===== src/rtl/tt_um_multi_pattern_led_sequencer_rsyo3000.sv =====
// Multi-pattern LED sequencer: a selectable-rate step tick drives a step counter
// and an 8-bit LFSR, from which one of 32 LED patterns is picked and registered.
module tt_um_multi_pattern_led_sequencer_rsyo3000 (
  input  logic       clk,
  input  logic       rst,
  input  logic       ena,
  input  logic [7:0] ui_in,
  input  logic [7:0] uio_in,
  output logic [7:0] uo_out,
  output logic [7:0] uio_out,
  output logic [7:0] uio_oe
);

  localparam int unsigned DIV_W = 22;
  localparam int unsigned LED_W = 8;
  localparam int unsigned PWM_W = 3;

  logic [1:0] clk_sel;
  logic [4:0] pat_sel;
  logic       unused_ok;

  assign clk_sel   = ui_in[1:0];
  assign pat_sel   = ui_in[6:2];
  assign unused_ok = &{1'b0, ena, ui_in[7], uio_in};

  logic [DIV_W-1:0] div_q, div_d;
  logic [LED_W-1:0] s_q, s_d;
  logic [LED_W-1:0] lfsr_q, lfsr_d;
  logic [PWM_W-1:0] w_q, w_d;
  logic [LED_W-1:0] uo_q, uo_d;

  logic [DIV_W-1:0] div_last_c;
  logic             tick_c;
  logic             lfsr_fb_c;

  // Terminal count for the selected rate; >= keeps a rate switch from skipping a tick.
  always_comb begin
    div_last_c = DIV_W'(22'h00FFFF);
    case (clk_sel)
      2'd0:    div_last_c = DIV_W'(22'h3FFFFF);
      2'd1:    div_last_c = DIV_W'(22'h0FFFFF);
      2'd2:    div_last_c = DIV_W'(22'h03FFFF);
      default: div_last_c = DIV_W'(22'h00FFFF);
    endcase
  end

  assign tick_c    = (div_q >= div_last_c);
  assign lfsr_fb_c = lfsr_q[7] ^ lfsr_q[5] ^ lfsr_q[4] ^ lfsr_q[3];

  // Derived sweep indices
  logic [2:0] b_c;
  logic [1:0] q_c;
  logic [2:0] r_c;
  logic [2:0] g_c;
  logic [2:0] pp_c;

  assign b_c  = s_q[3] ? ~s_q[2:0] : s_q[2:0];
  assign q_c  = s_q[2] ? ~s_q[1:0] : s_q[1:0];
  assign pp_c = s_q[4] ? ~s_q[3:1] : s_q[3:1];
  assign r_c  = s_q[5] ? b_c : pp_c;

  // Fibonacci-like spacing for the comet pattern
  always_comb begin
    g_c = 3'd0;
    case (s_q[2:0])
      3'd0:    g_c = 3'd0;
      3'd1:    g_c = 3'd0;
      3'd2:    g_c = 3'd1;
      3'd3:    g_c = 3'd1;
      3'd4:    g_c = 3'd2;
      3'd5:    g_c = 3'd3;
      3'd6:    g_c = 3'd5;
      default: g_c = 3'd7;
    endcase
  end

  logic [LED_W-1:0] one_s_c;
  logic [LED_W-1:0] one_b_c;
  logic [LED_W-1:0] kr_c;
  logic [LED_W-1:0] mirror_c;
  logic [3:0]       fill_sh_c;
  logic [LED_W-1:0] fill_c;
  logic [LED_W-1:0] rot11_c;
  logic [3:0]       nib_c;
  logic [LED_W-1:0] bar_c;

  assign one_s_c   = LED_W'(8'd1) << s_q[2:0];
  assign one_b_c   = LED_W'(8'd1) << b_c;
  assign kr_c      = one_b_c | (one_b_c << 1) | (one_b_c >> 1);
  assign mirror_c  = one_b_c | (LED_W'(8'h80) >> b_c);
  assign fill_sh_c = {1'b0, s_q[2:0]} + 4'd1;
  assign fill_c    = s_q[3] ? (LED_W'(8'hFF) << fill_sh_c)
                            : (LED_W'(8'hFF) >> (3'd7 - s_q[2:0]));
  // 8'h11 has period 4, so a plain shift by 0..3 is the same as a rotate.
  assign rot11_c   = LED_W'(8'h11) << s_q[1:0];
  assign nib_c     = 4'd1 << q_c;

  always_comb begin
    bar_c = 8'h18;
    case (q_c)
      2'd0:    bar_c = 8'h18;
      2'd1:    bar_c = 8'h3C;
      2'd2:    bar_c = 8'h7E;
      default: bar_c = 8'hFF;
    endcase
  end

  // Pattern select
  logic [LED_W-1:0] led_c;

  always_comb begin
    led_c = '0;
    case (pat_sel)
      5'd0:    led_c = 8'h00;
      5'd1:    led_c = 8'hFF;
      5'd2:    led_c = s_q[0] ? 8'hFF : 8'h00;
      5'd3:    led_c = one_s_c;
      5'd4:    led_c = s_q[0] ? 8'hAA : 8'h55;
      5'd5:    led_c = ~one_s_c;
      5'd6:    led_c = kr_c;
      5'd7:    led_c = one_b_c;
      5'd8:    led_c = fill_c;
      5'd9:    led_c = s_q[0] ? 8'hF0 : 8'h0F;
      5'd10:   led_c = ((s_q[2:0] == 3'd0) || (s_q[2:0] == 3'd2)) ? 8'hFF : 8'h00;
      5'd11:   led_c = lfsr_q;
      5'd12:   led_c = s_q ^ lfsr_q;
      5'd13:   led_c = s_q;
      5'd14:   led_c = LED_W'(8'h80) >> s_q[2:0];
      5'd15:   led_c = s_q ^ {s_q[3:0], s_q[7:4]};
      5'd16:   led_c = one_b_c;
      5'd17:   led_c = mirror_c;
      5'd18:   led_c = rot11_c;
      5'd19:   led_c = LED_W'(8'd1) << lfsr_q[2:0];
      5'd20:   led_c = ~mirror_c;
      5'd21:   led_c = LED_W'(8'd1) << r_c;
      5'd22:   led_c = LED_W'(8'h80) >> g_c;
      5'd23:   led_c = bar_c;
      5'd24:   led_c = s_q[4] ? (LED_W'(8'h80) >> b_c) : one_b_c;
      5'd25:   led_c = {nib_c, nib_c};
      5'd26:   led_c = LED_W'(8'h0F) << q_c;
      5'd27:   led_c = (w_q < b_c) ? 8'hFF : 8'h00;
      5'd28:   led_c = s_q[4] ? s_q : one_s_c;
      5'd29:   led_c = s_q[4] ? lfsr_q : one_s_c;
      5'd30:   led_c = s_q[4] ? lfsr_q : s_q;
      default: led_c = 8'h00;
    endcase
  end

  // Next-state: divider, step counter, LFSR, PWM phase, LED register
  always_comb begin
    div_d  = div_q + DIV_W'(1);
    s_d    = s_q;
    lfsr_d = lfsr_q;
    w_d    = w_q + PWM_W'(1);
    uo_d   = led_c;
    if (tick_c) begin
      div_d  = '0;
      s_d    = s_q + LED_W'(1);
      lfsr_d = {lfsr_q[6:0], lfsr_fb_c};
    end
  end

  always_ff @(posedge clk or posedge rst) begin
    if (rst) begin
      div_q  <= '0;
      s_q    <= '0;
      lfsr_q <= LED_W'(8'h01);
      w_q    <= '0;
      uo_q   <= '0;
    end else begin
      div_q  <= div_d;
      s_q    <= s_d;
      lfsr_q <= lfsr_d;
      w_q    <= w_d;
      uo_q   <= uo_d;
    end
  end

  assign uo_out  = uo_q;
  assign uio_out = 8'h00;
  assign uio_oe  = 8'h00;

endmodule


===== config.mk =====
export PLATFORM = sky130hd
export DESIGN_NAME = tt_um_multi_pattern_led_sequencer_rsyo3000
export DESIGN_NICKNAME = d
export VERILOG_FILES = /design/src/rtl/tt_um_multi_pattern_led_sequencer_rsyo3000.sv
export SDC_FILE = /design/constraint.sdc
export NUM_CORES = 1
export LEC_CHECK = 0
export ABC_AREA = 1
export CAP_MARGIN = 20
export CORE_MARGIN = 2
export CORE_UTILIZATION = 29
export CTS_BUF_LIST = sky130_fd_sc_hd__clkbuf_2 sky130_fd_sc_hd__clkbuf_4 sky130_fd_sc_hd__clkbuf_8
export DETAILED_ROUTE_END_ITERATION = 8
export SLEW_MARGIN = 40
export SYNTH_ARGS = -nofsm -noshare
export SYNTH_HDL_FRONTEND = slang
export SYNTH_SLANG_ARGS = --single-unit
export TNS_END_PERCENT = 5

===== constraint.sdc =====
create_clock -name clk -period 2.6 [get_ports clk]
set_clock_uncertainty 0.15 [all_clocks]
set_input_delay 0.26 -clock clk [delete_from_list [all_inputs] [get_ports clk]]
set_output_delay 0.26 -clock clk [all_outputs]
set_load 0.02 [all_outputs]

---- Word-level counts from Yosys, hierarchy flattened ----
Cells that the tools add are included.
storage, ports and cells
  bits in registers ....................... 49
  bits of input ports ..................... 19
  output and inout port bits .............. 24
  logic and storage cells ................. 103
cells by class
  add/sub/neg operators ................... 5
  $lt $le $gt $ge ......................... 2
  equality and inequality tests ........... 40
  shift-type cells ........................ 12
  multiplexer cells ....................... 19
  bitwise gates (word level) .............. 13
  reductions and logical operators ........ 7
operators by type and width
  cell                   number
  $pmux 8 s29            1
  $mux 8                 10
  $eq 5x5->1 const B     15
  $pmux 22 s3            1
  $eq 5x4->1 const B     8
  $shl 1x3->8 const A    4
  $shr 8x3->8 const A    4
  $pmux 8 s3             1
  $add 22x1->22 const B  1
  $ge 22x22->1           1
  $mux 22                1
  $eq 5x3->1 const B     4
  $not 8->8              2
  $or 8x8->8             2
  $xor 8x8->8            2
  $pmux 3 s5             1
  $eq 5x2->1 const B     2
  $eq 3x3->1 const B     3
  $mux 3                 3
  $add 8x1->8 const B    1
  $or 8x7->8             1
  $shl 4x2->8 const A    1
  $shl 5x2->8 const A    1
  $shl 8x4->8 const A    1
  other kinds (18)       27

---- Depth between registers and ports, before layout ----
  depth after elaboration ................. 6
  mapped depth ............................ 14
  mapped depth without buffers ............ 13

---- Worst setup path after synthesis ----
Ideal clock, no wire load.
  path kind ............................... reg2reg
  start ................................... register s_q[2]
  end ..................................... register uo_q[4] (netlist: uo_out[4])
  setup time .............................. 0.119 ns
  data arrival time ....................... 2.027 ns
  setup slack ............................. 0.305 ns
  cell stages (with the launch flop) ...... 15
  period minus slack after synthesis ...... 2.295 ns
  path through ............................ dfrtp_1 -> ha_1 -> buf_2 -> inv_1 -> buf_2 -> ha_1 -> nand2_1 -> inv_1 -> nand2_1 -> nand3_2 -> inv_1 -> a21oi_1 -> nand2_1 -> nor2_1 -> nand2_1
between the ends
  longest elaborated chain between the ends .. 6
  elaborated cells between the ends (all ways) .. 42
ends and longest elaborated chain
  item                                                 RTL line  source
  start, declared                                      27        logic [LED_W-1:0] s_q, s_d;
  start signal, assigned                               166       s_q <= '0;
  start signal, assigned                               172       s_q <= s_d;
  branches (longest 5 deep; another with $add 3x1->4)  n/a
  $pmux 8 s29 *                                        113       case (pat_sel)
  net led_c[4]                                         109       logic [LED_W-1:0] led_c;
  end signal, assigned                                 175       uo_q <= uo_d;
  end, declared                                        30        logic [LED_W-1:0] uo_q, uo_d;
Mark *: on every way through the listed nets, which the timed path passes.
A chain may end at the register's enable or synchronous reset.

---- Worst setup path in the final report ----
  start ................................... register s_q[2]
  end ..................................... register uo_q[6] (netlist: uo_out[6])
The elaborated chain is that of the path after synthesis.

==> impl_metrics.env <==
export IMPL_outcome="completed"
export IMPL_portBuffers=16
export IMPL_routed_wl_um=19200
export IMPL_hold_path_class="in -> async"
export IMPL_max_freq_mhz=415
export IMPL_fin_util_pct=34.2
export IMPL_yosys_most_used_dff="dfrtp_1"
export IMPL_ctsHoldBuffers=0
export IMPL_slowest_stage="dfrtp_1"
export IMPL_synth_area_per_cell_um2=5.80
export IMPL_postRouteAntennaNets=0
export IMPL_rrSetupSlack_ps=190
export IMPL_yosys_cell_types_count=39
export IMPL_worst_r2r_cell_count=12
export IMPL_antenna_found_initial=0
export IMPL_cp_end_kind="flip-flop"
export IMPL_powerDensity_nw_per_um2=871
export IMPL_worst_path_stages=12
export IMPL_path_buf_inv=2
export IMPL_drive_above_1_share_pct=9.63
export IMPL_power_frac_comb_pct=66.9
export IMPL_tritoncts="yes"
export IMPL_swShare_pct=55.1
export IMPL_worstPathCellList="ha_1, inv_1, buf_4, nand2_1, o21ai_0, nand2_1, nand2_1, nor2_1, nand3_1, nand2_1, nor2_1, nand3_1"
export IMPL_place_hpwl_um=15400
export IMPL_drtIter0Drc=575
export IMPL_rsz0062_at_grt="no"
export IMPL_cap_violations=0
export IMPL_post_cts_buffers=0
export IMPL_syn_area_um2=5420
export IMPL_multiInputGateArea_um2=3660
export IMPL_die_width_um=141
export IMPL_maxSlewViolCount=0
export IMPL_timing_hold_ws_ps=106
export IMPL_slew_headroom_pct=50.8
export IMPL_path_max_fanout=11
export IMPL_max_slew_worst_pin_slew_ps=736
export IMPL_rows=49
export IMPL_grtUsageTotal_pct=19.7
export IMPL_grt_pass1_wl_um=30600
export IMPL_clk_path_buf_depth=2
export IMPL_fillers=2053
export IMPL_layout_nets=1033
export IMPL_wl_per_cell_um=15.8
export IMPL_numClockSinks=49
export IMPL_path_clk_slew_ps=110
export IMPL_diodes=0
export IMPL_p_int_w=0.00243
export IMPL_worstPathRequired_ps=2660
export IMPL_syn_inst=934
export IMPL_design_area_um2=6210
export IMPL_route_vias_total=6153
export IMPL_switchingPower_w=0.00298
export IMPL_ctsResizeCount=0
export IMPL_critical_path_top_delay_family="simple AND/OR/NAND/NOR gates"
export IMPL_cts_root_buffer="clkbuf_8"
export IMPL_clock_latency_ps=330
export IMPL_worstPathArrival_ps=2460
export IMPL_dieArea_um2=19800
export IMPL_coreArea_um2=18100
export IMPL_synth_edf_count=0
export IMPL_setup_tns_ps=0
export IMPL_grt_overflow=0
export IMPL_area_growth_pct=14.6
export IMPL_numCtsBuffers=5
export IMPL_io_pins=43
export IMPL_htreeDepth=2
export IMPL_die_y_um=141
export IMPL_critPathKind="reg -> reg"
export IMPL_grt_pass1_vias=5702
export IMPL_max_stage_delay_ps=480
export IMPL_start_util_pct=29.9
export IMPL_async_flop_share_pct=100
export IMPL_viasPerCell=5.06
export IMPL_synth_seq_cells=49
export IMPL_ys_warn_count=0
export IMPL_post_route_period_util_pct=92.6
export IMPL_period_minus_slack_ps=2410
export IMPL_drtPass1Iterations=5
export IMPL_start_kind="flip-flop"
export IMPL_setup_viol=0
export IMPL_p_clk_share_pct=9.0
export IMPL_hold_viol_final=0
export IMPL_gp_routability_congestion=1.03
export IMPL_grt_max_degree=29
export IMPL_worst_ir_drop_vdd_mv=0.321
export IMPL_dpl_cell_area_um2=6110
export IMPL_post_route_drc_count=0
export IMPL_p_leak_nw=3.27
export IMPL_seqCellArea_um2=1230
export IMPL_synth_seq_area_share_pct=22.7
export IMPL_cp_common_cell="nand2_1"
export IMPL_power_share_sequential_pct=24.1
==> per-stage QoR <==
stage | total power (W) | instances | setup WS (ps)
4_1_cts | 0.00536 | 1216 | 241
5_1_grt | 0.00589 | 1216 | 14.6
3_3_place_gp | 0.00485 | 1208 | -16.7
6_report | 0.00541 | 1216 | 191
3_5_place_dp | 0.00485 | 1208 | -42.7
2_1_floorplan | 0.00356 | 949 | 305
==> synth_stat cells, types with 6 or more instances <==
| master | count | area, µm² |
|---|---|---|
| a21oi_1 | 20 | 100 |
| xor2_1 | 8 | 70.1 |
| nor3_1 | 17 | 85.1 |
| xnor2_1 | 7 | 61.3 |
| nor2_1 | 148 | 556 |
| inv_1 | 76 | 285 |
| o21ai_0 | 39 | 195 |
| buf_2 | 15 | 75.1 |
| nand4_1 | 25 | 156 |
| nand3_1 | 115 | 576 |
| ha_1 | 28 | 350 |
| inv_2 | 6 | 22.5 |
| dfrtp_1 | 48 | 1200 |
| clkbuf_1 | 6 | 22.5 |
| nand2_1 | 314 | 1180 |
| buf_4 | 21 | 158 |
| nand2_2 | 7 | 43.8 |
==> layer usage <==
metal / wire length (µm) / up-vias / GRT usage (%)
li1: - / 3073 / -
met1: 8440 / 2775 / 26.5
met2: 8360 / 255 / 31.0
met3: 1400 / 50 / 2.72
met4: 981 / 0 / 10.3
met5: 0 / - / 0
==> registers in the layout, indices dropped and copies added, names as in the netlist <==
register	count
lfsr_q	8
div_q	22
s_q	8
uo_out	8
w_q	3
==> layout by cell type (no fill, tap or decap), types with 2 or more instances in the layout <==
| master | instances |
|---|---|
| nor3_1 | 17 |
| nand2_1 | 314 |
| nand4_1 | 25 |
| xor2_1 | 8 |
| nor2_4 | 3 |
| a21oi_1 | 20 |
| nand3_1 | 115 |
| o211ai_1 | 2 |
| o21ai_2 | 3 |
| o21ai_0 | 39 |
| clkbuf_8 | 5 |
| conb_1 | 16 |
| xnor2_1 | 7 |
| nor2_2 | 3 |
| dfrtp_1 | 48 |
| ha_1 | 28 |
| nor2_1 | 147 |
| o21ai_1 | 2 |
| inv_1 | 75 |
| clkdlybuf4s50_1 | 16 |
| nand3b_1 | 3 |
| inv_2 | 7 |
| buf_4 | 57 |
| nand2_2 | 7 |
| buf_12 | 2 |
| nor3b_1 | 3 |
==> power by group through the flow <==
stage / Combinational, W / Clock (W) / Sequential (W)
5_1_grt: 0.00402 / 0.000531 / 0.00134
6_report: 0.00362 / 0.000484 / 0.00130
4_1_cts: 0.00356 / 0.000503 / 0.00130
3_3_place_gp: 0.00354 / 0 / 0.00131
3_5_place_dp: 0.00354 / 0 / 0.00131
2_1_floorplan: 0.00229 / 0 / 0.00127
==> path summary, 6_finish.rpt <==
kind / start / end
setup / recovery: s_q[2]$_DFFE_PP0N_ / uo_out[6]$_DFF_PP0_
hold / removal: rst / div_q[1]$_DFF_PP0_
setup reg to reg: s_q[2]$_DFFE_PP0N_ / uo_out[6]$_DFF_PP0_
hold reg to reg: w_q[0]$_DFF_PP0_ / w_q[0]$_DFF_PP0_
max in group asynchronous: rst / lfsr_q[0]$_DFFE_PP1N_
min in group clk: w_q[0]$_DFF_PP0_ / w_q[0]$_DFF_PP0_
==> cell type report <==
type	instances	share of cell area [%]
clock buffer	5	1.11
clock inverter	3	0.403
inverter	83	5.02
multi-input combinational	772	59.0
sequential	49	19.8
tap	229	4.62
timing repair buffer	75	10.1
==> logic make-up (layout without fill, tap and decap cells) <==
group | after synthesis | after routing | synth area share [%]
other cells | 1 | 16 | 0.0692
compound gates | 72 | 72 | 7.21
xor+xnor | 15 | 15 | 2.43
simple gates | 641 | 641 | 50.3
flops | 49 | 49 | 22.7
buf+inv | 128 | 166 | 10.9
fa+ha+maj | 28 | 28 | 6.47
Power figures use the tool's default switching activity.
